<file path="config.mk">
export PLATFORM = sky130hd
export DESIGN_NAME = score_display_ctrl
export DESIGN_NICKNAME = d
export VERILOG_FILES = /design/src/rtl/score_display_ctrl.sv
export SDC_FILE = /design/constraint.sdc
export NUM_CORES = 1
export LEC_CHECK = 0
export BUFFER_PORTS_ARGS = -buffer_cell sky130_fd_sc_hd__buf_4
export CELL_PAD_IN_SITES_DETAIL_PLACEMENT = 1
export CELL_PAD_IN_SITES_GLOBAL_PLACEMENT = 2
export CORE_MARGIN = 1
export CORE_UTILIZATION = 35
export CTS_BUF_LIST = sky130_fd_sc_hd__clkbuf_16
export DETAILED_ROUTE_END_ITERATION = 6
export PLACE_DENSITY = 0.75
export SLEW_MARGIN = 5
export SYNTH_ARGS = -nofsm -noshare
export SYNTH_HDL_FRONTEND = slang
export SYNTH_SLANG_ARGS = --single-unit
</file>
<file path="constraint.sdc">
create_clock -name clk -period 6.7 [get_ports clk]
set_input_delay 1.005 -clock clk [delete_from_list [all_inputs] [get_ports clk]]
set_output_delay 1.005 -clock clk [all_outputs]
set_load 0.02 [all_outputs]
</file>
<file path="src/rtl/score_display_ctrl.sv">
// score_display_ctrl
//   Converts an 8-bit binary score to three BCD digits (iterative
//   shift-add-3, one bit per cycle) and drives three active-low
//   seven-segment displays with leading-zero blanking and a game-over
//   blink mode.
// Ports:
//   clk          rising-edge system clock
//   reset        asynchronous, active-high reset
//   score        binary score 0..255, sampled when score_valid=1
//   score_valid  one-cycle request to display score
//   game_over    level; while high the display blinks
//   busy         conversion in progress (SHIFT or LATCH)
//   done         one-cycle pulse, coincident with the HEX update
//   HEX0/1/2     ones/tens/hundreds, active-low, bit0=a .. bit6=g
module score_display_ctrl #(
  parameter int unsigned BLINK_DIV = 25_000_000
) (
  input  logic       clk,
  input  logic       reset,
  input  logic [7:0] score,
  input  logic       score_valid,
  input  logic       game_over,
  output logic       busy,
  output logic       done,
  output logic [6:0] HEX0,
  output logic [6:0] HEX1,
  output logic [6:0] HEX2
);

  localparam logic [1:0] IDLE  = 2'd0;
  localparam logic [1:0] SHIFT = 2'd1;
  localparam logic [1:0] LATCH = 2'd2;

  localparam int unsigned CW = (BLINK_DIV > 2) ? $clog2(BLINK_DIV) : 1;
  localparam logic [CW-1:0] BLINK_MAX = CW'(BLINK_DIV - 1);
  localparam logic [6:0] BLANK = 7'h7F;

  logic [1:0]    state_q, state_d;
  logic [19:0]   sr_q, sr_d;
  logic [2:0]    cnt_q, cnt_d;
  logic          pend_q, pend_d;
  logic [7:0]    pval_q, pval_d;
  logic [3:0]    d0_q, d0_d, d1_q, d1_d, d2_q, d2_d;
  logic          done_q, done_d;
  logic [CW-1:0] bcnt_q, bcnt_d;
  logic          phase_q, phase_d;
  logic [6:0]    hex0_q, hex0_d, hex1_q, hex1_d, hex2_q, hex2_d;
  logic [19:0]   adj;

  function automatic logic [6:0] seg7(input logic [3:0] d);
    case (d)
      4'd0:    seg7 = 7'h40;
      4'd1:    seg7 = 7'h79;
      4'd2:    seg7 = 7'h24;
      4'd3:    seg7 = 7'h30;
      4'd4:    seg7 = 7'h19;
      4'd5:    seg7 = 7'h12;
      4'd6:    seg7 = 7'h02;
      4'd7:    seg7 = 7'h78;
      4'd8:    seg7 = 7'h00;
      4'd9:    seg7 = 7'h10;
      default: seg7 = BLANK;
    endcase
  endfunction

  always_comb begin
    state_d = state_q;
    sr_d    = sr_q;
    cnt_d   = cnt_q;
    pend_d  = pend_q;
    pval_d  = pval_q;
    d0_d    = d0_q;
    d1_d    = d1_q;
    d2_d    = d2_q;
    done_d  = 1'b0;
    adj     = sr_q;

    case (state_q)
      IDLE: begin
        if (pend_q || score_valid) begin
          sr_d    = {12'b0, (pend_q ? pval_q : score)};
          cnt_d   = '0;
          state_d = SHIFT;
          pend_d  = 1'b0;
          // A new request arriving while a pending one is being launched
          // becomes the next pending value rather than being dropped.
          if (pend_q && score_valid) begin
            pend_d = 1'b1;
            pval_d = score;
          end
        end
      end
      SHIFT: begin
        if (adj[19:16] >= 4'd5) adj[19:16] = adj[19:16] + 4'd3;
        if (adj[15:12] >= 4'd5) adj[15:12] = adj[15:12] + 4'd3;
        if (adj[11:8]  >= 4'd5) adj[11:8]  = adj[11:8]  + 4'd3;
        sr_d  = {adj[18:0], 1'b0};
        cnt_d = cnt_q + 3'd1;
        if (cnt_q == 3'd7) state_d = LATCH;
      end
      LATCH: begin
        d2_d    = sr_q[19:16];
        d1_d    = sr_q[15:12];
        d0_d    = sr_q[11:8];
        done_d  = 1'b1;
        state_d = IDLE;
      end
      default: state_d = IDLE;
    endcase

    // Requests during a conversion overwrite any earlier pending value.
    if (state_q != IDLE && score_valid) begin
      pend_d = 1'b1;
      pval_d = score;
    end
  end

  always_comb begin
    bcnt_d  = bcnt_q;
    phase_d = phase_q;
    if (!game_over) begin
      bcnt_d  = '0;
      phase_d = 1'b0;
    end else if (bcnt_q == BLINK_MAX) begin
      bcnt_d  = '0;
      phase_d = ~phase_q;
    end else begin
      bcnt_d = bcnt_q + CW'(1);
    end
  end

  // HEX registers are computed from next-state digits and phase so the
  // displayed value changes on the same edge that raises done.
  always_comb begin
    hex2_d = (d2_d == 4'd0) ? BLANK : seg7(d2_d);
    hex1_d = (d2_d == 4'd0 && d1_d == 4'd0) ? BLANK : seg7(d1_d);
    hex0_d = seg7(d0_d);
    if (phase_d) begin
      hex2_d = BLANK;
      hex1_d = BLANK;
      hex0_d = BLANK;
    end
  end

  always_ff @(posedge clk or posedge reset) begin
    if (reset) begin
      state_q <= IDLE;
      sr_q    <= '0;
      cnt_q   <= '0;
      pend_q  <= 1'b0;
      pval_q  <= '0;
      d0_q    <= '0;
      d1_q    <= '0;
      d2_q    <= '0;
      done_q  <= 1'b0;
      bcnt_q  <= '0;
      phase_q <= 1'b0;
      hex0_q  <= 7'h40;
      hex1_q  <= BLANK;
      hex2_q  <= BLANK;
    end else begin
      state_q <= state_d;
      sr_q    <= sr_d;
      cnt_q   <= cnt_d;
      pend_q  <= pend_d;
      pval_q  <= pval_d;
      d0_q    <= d0_d;
      d1_q    <= d1_d;
      d2_q    <= d2_d;
      done_q  <= done_d;
      bcnt_q  <= bcnt_d;
      phase_q <= phase_d;
      hex0_q  <= hex0_d;
      hex1_q  <= hex1_d;
      hex2_q  <= hex2_d;
    end
  end

  assign busy = (state_q != IDLE);
  assign done = done_q;
  assign HEX0 = hex0_q;
  assign HEX1 = hex1_q;
  assign HEX2 = hex2_q;

endmodule

</file>
==> metrics.md <==
| Metric | Value |
|---|---|
| Outcome | completed |
| Layout cell share with drive strength beyond 1 | 0.185 |
| Final period utilization | 0.424 |
| Post-CTS Setup Bufs | 0 |
| CTS Buf Count | 9 |
| Min Hold Slack | 0.482 ns |
| Hold Fails Final Rpt | 0 |
| DRC violations left | 0 |
| Vias per std cell | 4.99 |
| Power Total | 2190 µW |
| MaxCap Viol Count | 0 |
| Actual slew at the worst max-slew pin | 1.09 ns |
| Critical path's slowest cell | nor2b_2 |
| Setup CP Type | flop to flop |
| Post-route cell area | 5390 µm² |
| Max Fclk | 0.352 GHz |
| Clock sinks | 94 |
| Worst path buffer plus inverter count | 0 |
| Skew-Pair Late Insertion Delay | 0.35 ns |
| Cell area after synthesis | 4660 µm² |
| Gpl congestion | 0.756 |
| Number of antenna violations at the first check in global routing | 0 |
| Final WS setup | 3.86 ns |
| Most frequent cells in the layout | 79 x dfrtp_1, 46 x nand2_1, 46 x nor2_1 |
| Hold Path Stages | 2 |
| Max-slew violations | 0 |
| TNS Setup | 0 ns |
| Crit-path max FO | 17 |
| Site Rows | 41 |
| Layout Skew | 0.00591 ns |
| Die Wd | 117 µm |
| Post-synth EDFFs | 0 |
| Gate Count Post-Synth | 444 |
| DRT iter0 DRCs | 126 |
| Hold buffers post-CTS | 0 |
| Worst path depth | 7 |
| Area leader, netlist | dfrtp_1 |
| Crit-path cells | nor2b_2 -> mux2i_1 -> ha_1 -> nand2_1 -> nor3_1 -> o22ai_1 -> o211ai_1 |
| Dpl hpwl | 6670 µm |
| Detailed Routing Iterations Pass 1 | 4 |
| Synth Register Bits | 94 |
| Setup crit end kind | flop |
| Remaining Overflow, GRT | 0 |
| Post-synth top area share | 0.424 |
| Cell Pwr Density | 407 nW/µm² |
| Post-Place Cell Area | 5050 µm² |
| RSZ-0062 raised after global routing | false |
| Max stage delay on crit path | 0.86 ns |
| Remaining antenna violation count | 0 |
| Global-route wire length before repair | 16900 µm |
| WP data required | 6.95 ns |
| IO buf count | 34 |
| DRT Wirelength | 9640 µm |
| Most common cell after layout, fill and taps aside | dfrtp_1 |
| Ports | 35 |
| GR Util All Layers | 0.152 |
| Async SR Flop Fraction | 1.00 |
| Area of the die | 13800 µm² |
| Pre-CTS WS | 3.82 ns |
| Largest net degree at the start of global routing | 69 |
| Post-synth top flop | dfrtp_1 |
| Die Y | 117 µm |
| Area delta synth->final | 15.5% |
| Setup violations, final | 0 |
| CTS clk-pin slew, worst paths | 0.06 ns |
| Post-route minimum period | 2.84 ns |
| Part of the Yosys area used for sequential elements | 0.509 |
| Synthesized Nets | 480 |
| Total leakage power | 0.00253 µW |
| Avg Inst Size Synth | 10.5 µm² |
| CP Data Arrival Time | 3.09 ns |
| Post-layout nets | 512 |
| Core ar. | 12800 µm² |
| Initial Utilization | 0.364 |
| CP delay by family, top | simple AND/OR/NAND/NOR gates |
| CTS tree | built |
| Post-synthesis cell type count | 48 |
| Resized cells post-CTS | 0 |
| Root Buffer Master | clkbuf_16 |
| Routed len/inst | 14.8 µm |
| R2R depth | 7 |
| Top post-synthesis cells by area | dfrtp_1 42%, dfstp_2 8.5%, ha_1 6.4% |
| Slew headroom | 0.271 |
| Antenna diodes | 0 |
| Hold Path Class | flop to flop |
| CP Launch Type | flop |
| Clock buffer depth | 2 |
| Detailed-route via count | 3261 |
| Ys Warns | 0 |
| Maximum VDD drop | 0.000175 V |
| Htree depth | 3 |
| Vias in the first global route | 3420 |
-- cells in the mapped netlist, drive strengths merged, types with 11 or more instances --
cell and count:
mux2 12, a21oi 19, dfrtp 79, nand3 22, dfstp 15, mux2i 22, nor2 46, o211ai 11
inv 21, ha 24, nand2 46, o21ai 28, xor2 17
-- power by group --
| group | leakage, µW | internal (µW) | switching [µW] |
|---|---|---|---|
| logic | 0.00116 | 325 | 436 |
| clock network | 0.000167 | 363 | 218 |
| registers | 0.00120 | 744 | 109 |
-- cell families (layout without fill, tap and decap cells) --
logic type               count (synthesis)  count (layout)  share of synthesized area
buffers and inverters                   36              73                     0.0389
AND/OR/NAND/NOR                        156             156                      0.160
flip-flops                              94              94                      0.509
AO/OA/AOI/OAI                           73              73                     0.0947
multiplexers                            34              34                     0.0824
adder cells (fa/ha/maj)                 25              25                     0.0666
XOR/XNOR                                26              26                     0.0488
-- tightest hold or removal path: cells and delay by family, from the launching register on --
| kind | cells | cell delay [ns] |
|---|---|---|
| flip-flops | 1 | 0.34 |
| AND/OR/NAND/NOR | 1 | 0.05 |
| AO/OA/AOI/OAI | 1 | 0.06 |
-- state kept, by name (all words and copies together), names as in the netlist --
register / flops
HEX0: 7
HEX1: 7
HEX2: 7
bcnt_q: 25
cnt_q: 3
d0_q: 4
d1_q: 4
d2_q: 4
done: 1
pend_q: 1
phase_q: 1
pval_q: 8
sr_q: 20
state_q: 2
-- through the flow --
stage,cells,util
after floorplan,444,-
after global placement,637,0.394
after detailed placement,637,0.394
after CTS,653,0.420
after global routing,653,0.420
final,653,0.420
-- worst paths after layout --
| check | startpoint | to | slack (ns) |
|---|---|---|---|
| max in group asynchronous | reset | d2_q[1] | 4.81 |
| worst min-delay path | sr_q[5] | sr_q[5] | 0.48 |
| worst max register to register | state_q[0] | HEX1[6] | 3.86 |
| worst min register to register | sr_q[5] | sr_q[5] | 0.48 |
| min in group asynchronous | reset | bcnt_q[4] | 0.66 |
| worst max-delay path | state_q[0] | HEX1[6] | 3.86 |
-- area by class of cell --
class                           count  area, µm²
Fill cell                        1443       7440
Sequential cell                    94       2370
Multi-Input combinational cell    314       2110
Timing Repair Buffer               36        270
Clock buffer                        9        225
Tap cell                          172        215
Clock inverter                      7        113
Inverter                           21       80.1
-- routing by layer --
metal	vias to the layer above	GRT usage	part of all wire
met5	-	0	0
met4	0	0.0414	0.012
met3	8	0.0452	0.025
met2	23	0.268	0.52
met1	1649	0.180	0.44
li1	1581	-	-
Power figures use the tool's default switching activity.
